[config.mk]
export PLATFORM = sky130hd
export DESIGN_NAME = sdr_rd_rsp_fifo_flat
export DESIGN_NICKNAME = d
export VERILOG_FILES = /design/src/rtl/sdr_rd_rsp_fifo_pkg.sv /design/src/rtl/sdr_rd_rsp_fifo_if.sv /design/src/rtl/sdr_rd_rsp_fifo_buf.sv /design/src/rtl/sdr_rd_rsp_fifo.sv /design/src/flat_wrapper.sv
export SDC_FILE = /design/constraint.sdc
export NUM_CORES = 1
export LEC_CHECK = 0
export BUFFER_PORTS_ARGS = -buffer_cell sky130_fd_sc_hd__buf_4
export CAP_MARGIN = 20
export CORE_ASPECT_RATIO = 1.4
export CORE_MARGIN = 2
export CORE_UTILIZATION = 66
export CTS_CLUSTER_DIAMETER = 40
export DETAILED_ROUTE_END_ITERATION = 16
export PLACE_DENSITY = 0.91
export SLEW_MARGIN = 5
export SYNTH_ARGS = -nofsm -noshare
export SYNTH_HDL_FRONTEND = slang
export SYNTH_HIERARCHICAL = 1
export SYNTH_SLANG_ARGS = --single-unit
[constraint.sdc]
create_clock -name pclk -period 8.6 [get_ports pclk]
set_input_delay 0.43 -clock pclk [delete_from_list [all_inputs] [get_ports pclk]]
set_output_delay 0.43 -clock pclk [all_outputs]
set_load 0.02 [all_outputs]
[src/rtl/sdr_rd_rsp_fifo_pkg.sv]
// Shared types and constants for the SDRAM read-response FIFO.
// Holds the APB FSM state, status bit layout and the stored entry.
package sdr_rsp_pkg;

  typedef enum logic [1:0] {
    IDLE,
    WAIT,
    RESP
  } state_e;

  localparam logic [15:0] DEF_DATA_ADDR = 16'h0100;
  localparam logic [15:0] DEF_STAT_ADDR = 16'h0104;

  localparam int ST_OVF   = 15;
  localparam int ST_FULL  = 14;
  localparam int ST_EMPTY = 13;

  typedef struct packed {
    logic [15:0] addr;
    logic [15:0] data;
  } rsp_entry_t;

  function automatic logic [15:0] stat_word(
    input logic        ovf,
    input logic        full,
    input logic        empty,
    input logic [11:0] cnt
  );
    logic [15:0] w;
    w           = '0;
    w[11:0]     = cnt;
    w[ST_OVF]   = ovf;
    w[ST_FULL]  = full;
    w[ST_EMPTY] = empty;
    return w;
  endfunction

endpackage

[src/rtl/sdr_rd_rsp_fifo_if.sv]
// APB slave bus bundle for the read-response FIFO.
// Master drives address/control, slave returns data/ready/error.
interface sdr_rd_rsp_fifo_if;

  logic        pselect;
  logic        penable;
  logic        pwrite;
  logic [15:0] paddr;
  logic [15:0] pwdata;
  logic [15:0] prdata;
  logic        pready;
  logic        pslverr;

  modport master (
    output pselect, penable, pwrite, paddr, pwdata,
    input  prdata, pready, pslverr
  );

  modport slave (
    input  pselect, penable, pwrite, paddr, pwdata,
    output prdata, pready, pslverr
  );

endinterface

[src/rtl/sdr_rd_rsp_fifo_buf.sv]
// In-order storage for returned read data.
// Occupancy is tracked by count; pointers wrap naturally.
module sdr_rsp_buf
  import sdr_rsp_pkg::*;
#(
  parameter int DEPTH = 8
) (
  input  logic                   clk,
  input  logic                   rst_n,
  input  logic                   push,
  input  rsp_entry_t             push_entry,
  input  logic                   pop,
  output rsp_entry_t             head,
  output logic                   full,
  output logic                   empty,
  output logic [$clog2(DEPTH):0] count
);

  localparam int PW = $clog2(DEPTH);

  rsp_entry_t mem_q [DEPTH];
  rsp_entry_t mem_d [DEPTH];

  logic [PW-1:0] wr_ptr_q, wr_ptr_d;
  logic [PW-1:0] rd_ptr_q, rd_ptr_d;
  logic [PW:0]   cnt_q, cnt_d;

  always_comb begin
    mem_d    = mem_q;
    wr_ptr_d = wr_ptr_q;
    rd_ptr_d = rd_ptr_q;
    cnt_d    = cnt_q;
    if (push) begin
      mem_d[wr_ptr_q] = push_entry;
      wr_ptr_d        = wr_ptr_q + PW'(1);
    end
    if (pop) begin
      rd_ptr_d = rd_ptr_q + PW'(1);
    end
    unique case ({push, pop})
      2'b10:   cnt_d = cnt_q + (PW+1)'(1);
      2'b01:   cnt_d = cnt_q - (PW+1)'(1);
      default: cnt_d = cnt_q;
    endcase
  end

  always_ff @(posedge clk or negedge rst_n) begin
    if (!rst_n) begin
      wr_ptr_q <= '0;
      rd_ptr_q <= '0;
      cnt_q    <= '0;
    end else begin
      wr_ptr_q <= wr_ptr_d;
      rd_ptr_q <= rd_ptr_d;
      cnt_q    <= cnt_d;
    end
  end

  // Storage needs no reset; only written slots are ever read.
  always_ff @(posedge clk) begin
    mem_q <= mem_d;
  end

  assign head  = mem_q[rd_ptr_q];
  assign count = cnt_q;
  assign full  = (cnt_q == (PW+1)'(DEPTH));
  assign empty = (cnt_q == '0);

endmodule

[src/rtl/sdr_rd_rsp_fifo.sv]
// Read-response FIFO: buffers SDRAM read data for APB readback.
// Data reads wait while empty and fail after a bounded timeout.
module sdr_rd_rsp_fifo
  import sdr_rsp_pkg::*;
#(
  parameter int          FIFO_DEPTH = 8,
  parameter int          TIMEOUT    = 255,
  parameter logic [15:0] DATA_ADDR  = DEF_DATA_ADDR,
  parameter logic [15:0] STAT_ADDR  = DEF_STAT_ADDR
) (
  input  logic                        pclk,
  input  logic                        presetn,
  sdr_rd_rsp_fifo_if.slave            bus,
  input  logic                        rsp_valid,
  input  logic [15:0]                 rsp_addr,
  input  logic [15:0]                 rsp_data,
  output logic                        rsp_ready,
  output logic                        fifo_empty,
  output logic                        fifo_full,
  output logic [$clog2(FIFO_DEPTH):0] fifo_count,
  output logic                        overflow
);

  localparam int TW = $clog2(TIMEOUT + 1);

  state_e      state_q, state_d;
  logic [15:0] prdata_q, prdata_d;
  logic        pready_q, pready_d;
  logic        pslverr_q, pslverr_d;
  logic [TW-1:0] tmo_q, tmo_d;
  logic        ovf_q, ovf_d;

  logic       push, pop;
  rsp_entry_t push_entry, head;
  logic       access, tmo_done;
  logic       is_data_rd, is_stat_rd, is_stat_wr;
  logic       ovf_clr;

  sdr_rsp_buf #(
    .DEPTH (FIFO_DEPTH)
  ) u_buf (
    .clk        (pclk),
    .rst_n      (presetn),
    .push       (push),
    .push_entry (push_entry),
    .pop        (pop),
    .head       (head),
    .full       (fifo_full),
    .empty      (fifo_empty),
    .count      (fifo_count)
  );

  assign push       = rsp_valid && !fifo_full;
  assign push_entry = '{addr: rsp_addr, data: rsp_data};
  assign rsp_ready  = !fifo_full;

  assign access     = bus.pselect && bus.penable && !pready_q;
  assign is_data_rd = !bus.pwrite && (bus.paddr == DATA_ADDR);
  assign is_stat_rd = !bus.pwrite && (bus.paddr == STAT_ADDR);
  assign is_stat_wr = bus.pwrite && (bus.paddr == STAT_ADDR);
  assign tmo_done   = (tmo_q == TW'(TIMEOUT - 1));

  always_ff @(posedge pclk or negedge presetn) begin
    if (!presetn) begin
      state_q <= IDLE;
    end else begin
      state_q <= state_d;
    end
  end

  always_comb begin
    state_d = state_q;
    unique case (state_q)
      IDLE: begin
        if (access) begin
          state_d = (is_data_rd && fifo_empty) ? WAIT : RESP;
        end
      end
      WAIT: begin
        if (!bus.pselect) begin
          state_d = IDLE;
        end else if (!fifo_empty || tmo_done) begin
          state_d = RESP;
        end
      end
      RESP:    state_d = IDLE;
      default: state_d = IDLE;
    endcase
  end

  always_comb begin
    prdata_d  = prdata_q;
    pready_d  = 1'b0;
    pslverr_d = 1'b0;
    tmo_d     = tmo_q;
    pop       = 1'b0;
    ovf_clr   = 1'b0;
    unique case (state_q)
      IDLE: begin
        if (access) begin
          unique case (1'b1)
            is_data_rd && !fifo_empty: begin
              pop      = 1'b1;
              prdata_d = head.data;
              pready_d = 1'b1;
            end
            is_data_rd && fifo_empty: begin
              tmo_d = '0;
            end
            is_stat_rd: begin
              prdata_d = stat_word(ovf_q, fifo_full, fifo_empty,
                                   12'(fifo_count));
              pready_d = 1'b1;
            end
            is_stat_wr: begin
              ovf_clr  = bus.pwdata[ST_OVF];
              pready_d = 1'b1;
            end
            default: begin
              prdata_d  = '0;
              pslverr_d = 1'b1;
              pready_d  = 1'b1;
            end
          endcase
        end
      end
      WAIT: begin
        if (!bus.pselect) begin
          tmo_d = tmo_q;
        end else if (!fifo_empty) begin
          pop      = 1'b1;
          prdata_d = head.data;
          pready_d = 1'b1;
        end else if (tmo_done) begin
          prdata_d  = '0;
          pslverr_d = 1'b1;
          pready_d  = 1'b1;
        end else begin
          tmo_d = tmo_q + TW'(1);
        end
      end
      default: begin
        pready_d  = 1'b0;
        pslverr_d = 1'b0;
      end
    endcase
    // A drop in the same cycle as a clear keeps the flag set.
    if (rsp_valid && fifo_full) begin
      ovf_d = 1'b1;
    end else if (ovf_clr) begin
      ovf_d = 1'b0;
    end else begin
      ovf_d = ovf_q;
    end
  end

  always_ff @(posedge pclk or negedge presetn) begin
    if (!presetn) begin
      prdata_q  <= '0;
      pready_q  <= 1'b0;
      pslverr_q <= 1'b0;
      tmo_q     <= '0;
      ovf_q     <= 1'b0;
    end else begin
      prdata_q  <= prdata_d;
      pready_q  <= pready_d;
      pslverr_q <= pslverr_d;
      tmo_q     <= tmo_d;
      ovf_q     <= ovf_d;
    end
  end

  assign bus.prdata  = prdata_q;
  assign bus.pready  = pready_q;
  assign bus.pslverr = pslverr_q;
  assign overflow    = ovf_q;

  pop_has_addr: assert property (
    @(posedge pclk) disable iff (!presetn)
    pop |-> !$isunknown(head.addr)
  );

endmodule

[src/flat_wrapper.sv]
// flat-port wrapper written by rule: the top's interface ports become plain ports
module sdr_rd_rsp_fifo_flat import sdr_rsp_pkg::*;
#(
  parameter int          FIFO_DEPTH = 8,
  parameter int          TIMEOUT    = 255,
  parameter logic [15:0] DATA_ADDR  = DEF_DATA_ADDR,
  parameter logic [15:0] STAT_ADDR  = DEF_STAT_ADDR
)
  (pclk, presetn, rsp_valid, rsp_addr, rsp_data, rsp_ready, fifo_empty, fifo_full, fifo_count, overflow, bus_pselect, bus_penable, bus_pwrite, bus_paddr, bus_pwdata, bus_prdata, bus_pready, bus_pslverr);
  sdr_rd_rsp_fifo_if bus_i ();
  input  logic pclk;
  input  logic presetn;
  input  logic rsp_valid;
  input  logic [15:0] rsp_addr;
  input  logic [15:0] rsp_data;
  output logic rsp_ready;
  output logic fifo_empty;
  output logic fifo_full;
  output logic [$clog2(FIFO_DEPTH):0] fifo_count;
  output logic overflow;
  input wire logic [$bits(bus_i.pselect)-1:0] bus_pselect;
  input wire logic [$bits(bus_i.penable)-1:0] bus_penable;
  input wire logic [$bits(bus_i.pwrite)-1:0] bus_pwrite;
  input wire logic [$bits(bus_i.paddr)-1:0] bus_paddr;
  input wire logic [$bits(bus_i.pwdata)-1:0] bus_pwdata;
  output wire logic [$bits(bus_i.prdata)-1:0] bus_prdata;
  output wire logic [$bits(bus_i.pready)-1:0] bus_pready;
  output wire logic [$bits(bus_i.pslverr)-1:0] bus_pslverr;
  assign bus_i.pselect = bus_pselect;
  assign bus_i.penable = bus_penable;
  assign bus_i.pwrite = bus_pwrite;
  assign bus_i.paddr = bus_paddr;
  assign bus_i.pwdata = bus_pwdata;
  assign bus_prdata = bus_i.prdata;
  assign bus_pready = bus_i.pready;
  assign bus_pslverr = bus_i.pslverr;
  sdr_rd_rsp_fifo #(.FIFO_DEPTH(FIFO_DEPTH), .TIMEOUT(TIMEOUT), .DATA_ADDR(DATA_ADDR), .STAT_ADDR(STAT_ADDR)) u_core (.pclk(pclk), .presetn(presetn), .bus(bus_i), .rsp_valid(rsp_valid), .rsp_addr(rsp_addr), .rsp_data(rsp_data), .rsp_ready(rsp_ready), .fifo_empty(fifo_empty), .fifo_full(fifo_full), .fifo_count(fifo_count), .overflow(overflow));
endmodule
## Word-level counts from Yosys, hierarchy flattened

Cells that the tools add are included.

- Flip-flop bits (word level): 295
- Input bits: 70
- Logic and storage cells: 120
- Output and inout bits: 26

- Add/subtract/negate cells: 5
- Multiplexer cells: 45
- Bitwise logic cells: 2
- Equality and inequality tests: 15
- Magnitude comparators: 3
- Reductions and logical operators: 25

Operators by type and width:

| cell | number |
|---|---|
| $bwmux W256 | 1 |
| $bmux W32 S3 | 1 |
| $demux W32 S3 | 1 |
| $mux W16 | 6 |
| $pmux W16 S3 | 1 |
| $mux W8 | 5 |
| $eq A16 B9 Y1 const B | 2 |
| $mux W32 | 1 |
| $pmux W16 S2 | 1 |
| $mux W1 | 18 |
| $pmux W8 S2 | 1 |
| $logic_and A1 B1 Y1 | 10 |
| $add A8 B1 Y8 const B | 1 |
| $eq A8 B8 Y1 const B | 1 |
| $ge A4 B4 Y1 const B | 2 |
| $mux W2 | 4 |
| $not A3 Y4 | 2 |
| $pmux W4 S2 | 1 |
| $add A3 B1 Y3 const B | 2 |
| $ne A2 B1 Y1 const B | 3 |
| $ne A2 B2 Y1 const B | 3 |
| $pmux W1 S2 | 3 |
| $reduce_and A6 Y1 | 1 |
| $reduce_bool A2 Y1 | 3 |
| other kinds (17) | 21 |

## Logic depth before layout (Yosys ltp)

- Word-level depth: 8
- Gate-level depth with buffers: 11
- Mapped depth without buffers: 11

## By module

Netlist, hierarchy kept.

By module, submodules not included:

| module | sequential area each (sq um) | area an instance (sq um) | cells an instance | instances |
|---|---|---|---|---|
| sdr_rsp_buf | 7,937.6 | 10,313.6 | 430 | 1 |
| sdr_rd_rsp_fifo | 725.7 | 1,560.2 | 174 | 1 |

## Least setup slack after synthesis

OpenSTA, ideal clock, no wires.

- Kind: reg-to-reg
- Start point: reg u_core.u_buf.cnt_q[1] (netlist: u_core/u_buf/count[1])
- End point: reg u_core/u_buf/mem_q[160] (netlist bit) (enable)
- Slack: 4.601 ns
- Data required time: 8.139 ns
- Clock period less this slack: 3.999 ns
- Arrival time: 3.538 ns
- Stages on the path, launching flop included: 6
- Path buffers: 1
- Setup time: 0.461 ns
- Cells stage by stage: dfrtp_1 > buf_2 > nor4b_1 > nor2b_1 > nand2_1 > nor3_1

- Word-level cells in the longest chain between the ends: 3

RTL lines:

| element | line | RTL |
|---|---|---|
| from (decl) | sdr_rd_rsp_fifo_buf.sv:26 | `logic [PW:0] cnt_q, cnt_d;` |
| from (signal assigned) | sdr_rd_rsp_fifo_buf.sv:55 | `cnt_q <= cnt_d;` |
| $eq A4 B4 Y1 | sdr_rd_rsp_fifo_buf.sv:66 | `assign full = (cnt_q == (PW+1)'(DEPTH));` |
| via fifo_full | flat_wrapper.sv:18 | `output logic fifo_full;` |
| $logic_not A1 Y1 | sdr_rd_rsp_fifo.sv:53 | `assign push = rsp_valid && !fifo_full;` |
| $logic_and A1 B1 Y1 | sdr_rd_rsp_fifo.sv:53 |  |
| via u_core.push | sdr_rd_rsp_fifo.sv:33 | `logic push, pop;` |
| to (signal assigned) | sdr_rd_rsp_fifo_buf.sv:61 | `mem_q <= mem_d;` |
| to (decl) | sdr_rd_rsp_fifo_buf.sv:21 | `rsp_entry_t mem_q [DEPTH];` |

The timed path passes the listed nets, and every way through them passes these cells.
A chain may end at the register's enable or synchronous reset.

## Worst setup path after layout

- Start point: reg u_core.state_q[0]
- End point: reg u_core.u_buf.cnt_q[3] (netlist: u_core/u_buf/count[3])

- Word-level cells in the longest chain between the ends: 4
- Elaborated cells between the ends (all ways): 7
- Those cells by class: 3 x eq/ne; 2 x mux; 2 x reduce/logical

RTL lines:

| element | line | RTL |
|---|---|---|
| from (decl) | sdr_rd_rsp_fifo.sv:26 | `state_e state_q, state_d;` |
| from (signal assigned) | sdr_rd_rsp_fifo.sv:67 | `state_q <= state_d;` |
| $eq A2 B1 Y1 or $logic_not A2 Y1 (tied branches) | sdr_rd_rsp_fifo.sv:98 | `unique case (state_q)` |
| $pmux W1 S2 (*) | sdr_rd_rsp_fifo.sv:98 |  |
| via u_core.pop | sdr_rd_rsp_fifo.sv:33 |  |
| $eq A2 B1 Y1 or $eq A2 B2 Y1 (tied branches) | sdr_rd_rsp_fifo_buf.sv:40 | `unique case ({push, pop})` |
| $pmux W4 S2 or $reduce_bool A2 Y1 (tied branches) | -- |  |

Mark *: on every way through the listed nets, which the timed path passes. The rest lies on a longest branch.

==> impl_metrics.tcl <==
set metrics [dict create \
    tns_ps 0 \
    root_buffer "clkbuf_16" \
    worstReg2RegStart "u_core/state_q[0]" \
    cts_tree "built" \
    drtAntennaViolNets 0 \
    synth_area_per_cell_sq_um 16.6 \
    yosys_warnings 6 \
    area_delta_synth_final_pct 16.9 \
    slew_viol_final 0 \
    antenna_cells 0 \
    r2r_slack_ps 5260 \
    post_drt_wl_per_cell_microns 23.1 \
    grt_util_all_layers 0.270 \
    grt_max_degree 40 \
    finalCriticalPeriod_ps 3340 \
    hold_violations 0 \
    cts_max_path_buffers 2 \
    critPathCaptureType "flip-flop" \
    n_fill_cell 519 \
    numCtsBuffers 17 \
    grt_pass1_wl_microns 23100 \
    instances_no_fill 648 \
    die_x_microns 91.8 \
    reg2regPathDepth 7 \
    drt_iter0_markers 424 \
    viasPerCell 6.59 \
    drive_above_1_share 0.298 \
    crit_fanout 10 \
    dp_cells 615 \
    period_share 0.389 \
    fp.dieH_microns 127 \
    whs_endpoint "u_core/overflow" \
    arrival_ps 3620 \
    wl_microns 14900 \
    power.total_mw 2.44 \
    seq_area_sq_um 4820 \
    finish.utilization 0.796 \
    path_class "reg2reg" \
    portBuffers 64 \
    tightest_slew_ps 1070 \
    peakVddDrop_uv 226 \
    finalNetCount 574 \
    final-setup-viol-count 0 \
    synth_fp_nets 505 \
    drc 0 \
    multi_input_area_sq_um 2110 \
    die-area_sq_um 11600 \
    worstReg2RegEnd "u_core/u_buf/count[3]" \
    hold_buffers 1 \
    whs_ps 226 \
    finalWorstSetupSlack_ps 5260 \
    placed_cell_area_sq_um 7690 \
    slew_headroom 0.282 \
    clock_latency_ps 420 \
    antenna_found_initial 0 \
    core_sq_um 10500 \
    clkTransAtPathRegs_ps 60 \
    final_area_sq_um 8320 \
    cp.required_ps 8880 \
    h-tree-depth 4 \
    grt_pass1_vias 4307 \
    hold_start "rsp_valid" \
    pre_cts_slack_ps 5210 \
    num_io_pins 96 \
    dp_hpwl_microns 8740 \
    syn_inst 428 \
    leakagePower_nw 3.04 \
    vias 4270 \
    status "finished clean" \
    hold_class "in2reg" \
    max_freq_ghz 0.299 \
    gr-total-overflow 0 \
    rows 44 \
    post_cts_buffers 0 \
    cts_resized 0 \
    power_density_nw_per_um2 294 \
    clock-sinks 167 \
    finalClockSkew_ps 9.32 \
    critPathLaunchType "flip-flop" \
    start_util 0.681 \
    rsz0062_at_grt "no" \
    min_path_cells 3 \
    maxCapViolations 0 \
    place_congestion 0.775 \
    drt-pass1-iter-count 5 \
    netlist_area_sq_um 7120 \
]
==> registers in the layout, summed over array words and instances (netlist names) <==
signal,flops
u_core/u_buf/mem_q,128
u_core/bus.prdata,16
u_core/u_buf/wr_ptr_q,3
u_core/tmo_q,8
u_core/u_buf/count,4
u_core/bus.pready,1
u_core/bus.pslverr,1
u_core/u_buf/rd_ptr_q,3
u_core/state_q,2
u_core/overflow,1
==> worst max-delay path, cell delays in order (launching register included) <==
cell	delay, ps
dfrtp_1	480
nor2b_1	660
a22oi_1	200
nor2_1	470
ha_1	370
or3b_1	390
a2111oi_0	430
o221ai_1	190
==> power breakdown <==
group	internal, mW	total [mW]	switching (mW)
clock network	0.488	0.788	0.299
logic	0.264	0.537	0.273
registers	1.00	1.12	0.114
total	1.76	2.44	0.687
==> metal layers <==
| metal | vias to the layer above | GRT usage | wire, microns |
|---|---|---|---|
| li1 | 1818 | - | - |
| met4 | 0 | 0.129 | 527 |
| met2 | 261 | 0.459 | 7790 |
| met3 | 54 | 0.0766 | 1200 |
| met5 | - | 0 | 0 |
| met1 | 2137 | 0.320 | 5430 |
==> area by class of cell <==
class / instances / area share
Multi-Input combinational cell: 228 / 0.254
Sequential cell: 167 / 0.579
Inverter: 9 / 0.00406
Clock buffer: 18 / 0.0516
Clock inverter: 14 / 0.0236
Tap cell: 138 / 0.0207
Timing Repair Buffer: 74 / 0.0670
==> worst max-delay path by stage <==
| stage | start | end | slack, ps | depth (start not counted) |
|---|---|---|---|---|
| after floorplan | u_core/u_buf/count[1] | u_core/u_buf/count[3] | 5200 | 9 |
| after global placement | bus_paddr[5] | u_core/u_buf/count[3] | 5430 | 10 |
| after detailed placement | bus_paddr[13] | u_core/u_buf/count[3] | 5210 | 10 |
| after CTS | u_core/state_q[0] | u_core/u_buf/count[3] | 5310 | 7 |
| after global routing | u_core/state_q[0] | u_core/u_buf/count[3] | 5050 | 7 |
| final | u_core/state_q[0] | u_core/u_buf/count[3] | 5260 | 7 |
==> placed cells by master (no fill, tap or decap), types with 3 or more instances in the layout <==
cell / count
nand3_1: 13
a31oi_1: 6
mux4_1: 17
clkbuf_16: 17
edfxtp_1: 128
nor2_1: 21
nand2_1: 34
nand4_1: 3
mux2_2: 19
mux4_2: 15
buf_4: 73
nand2b_1: 4
xor2_1: 3
o21ai_0: 13
a21oi_1: 20
xnor2_1: 4
inv_1: 8
and3_1: 3
nor2b_1: 4
ha_1: 7
dfrtp_1: 38
inv_6: 3
clkinv_4: 4
bufinv_16: 4
No activity file was read; power rests on OpenSTA's default activity.
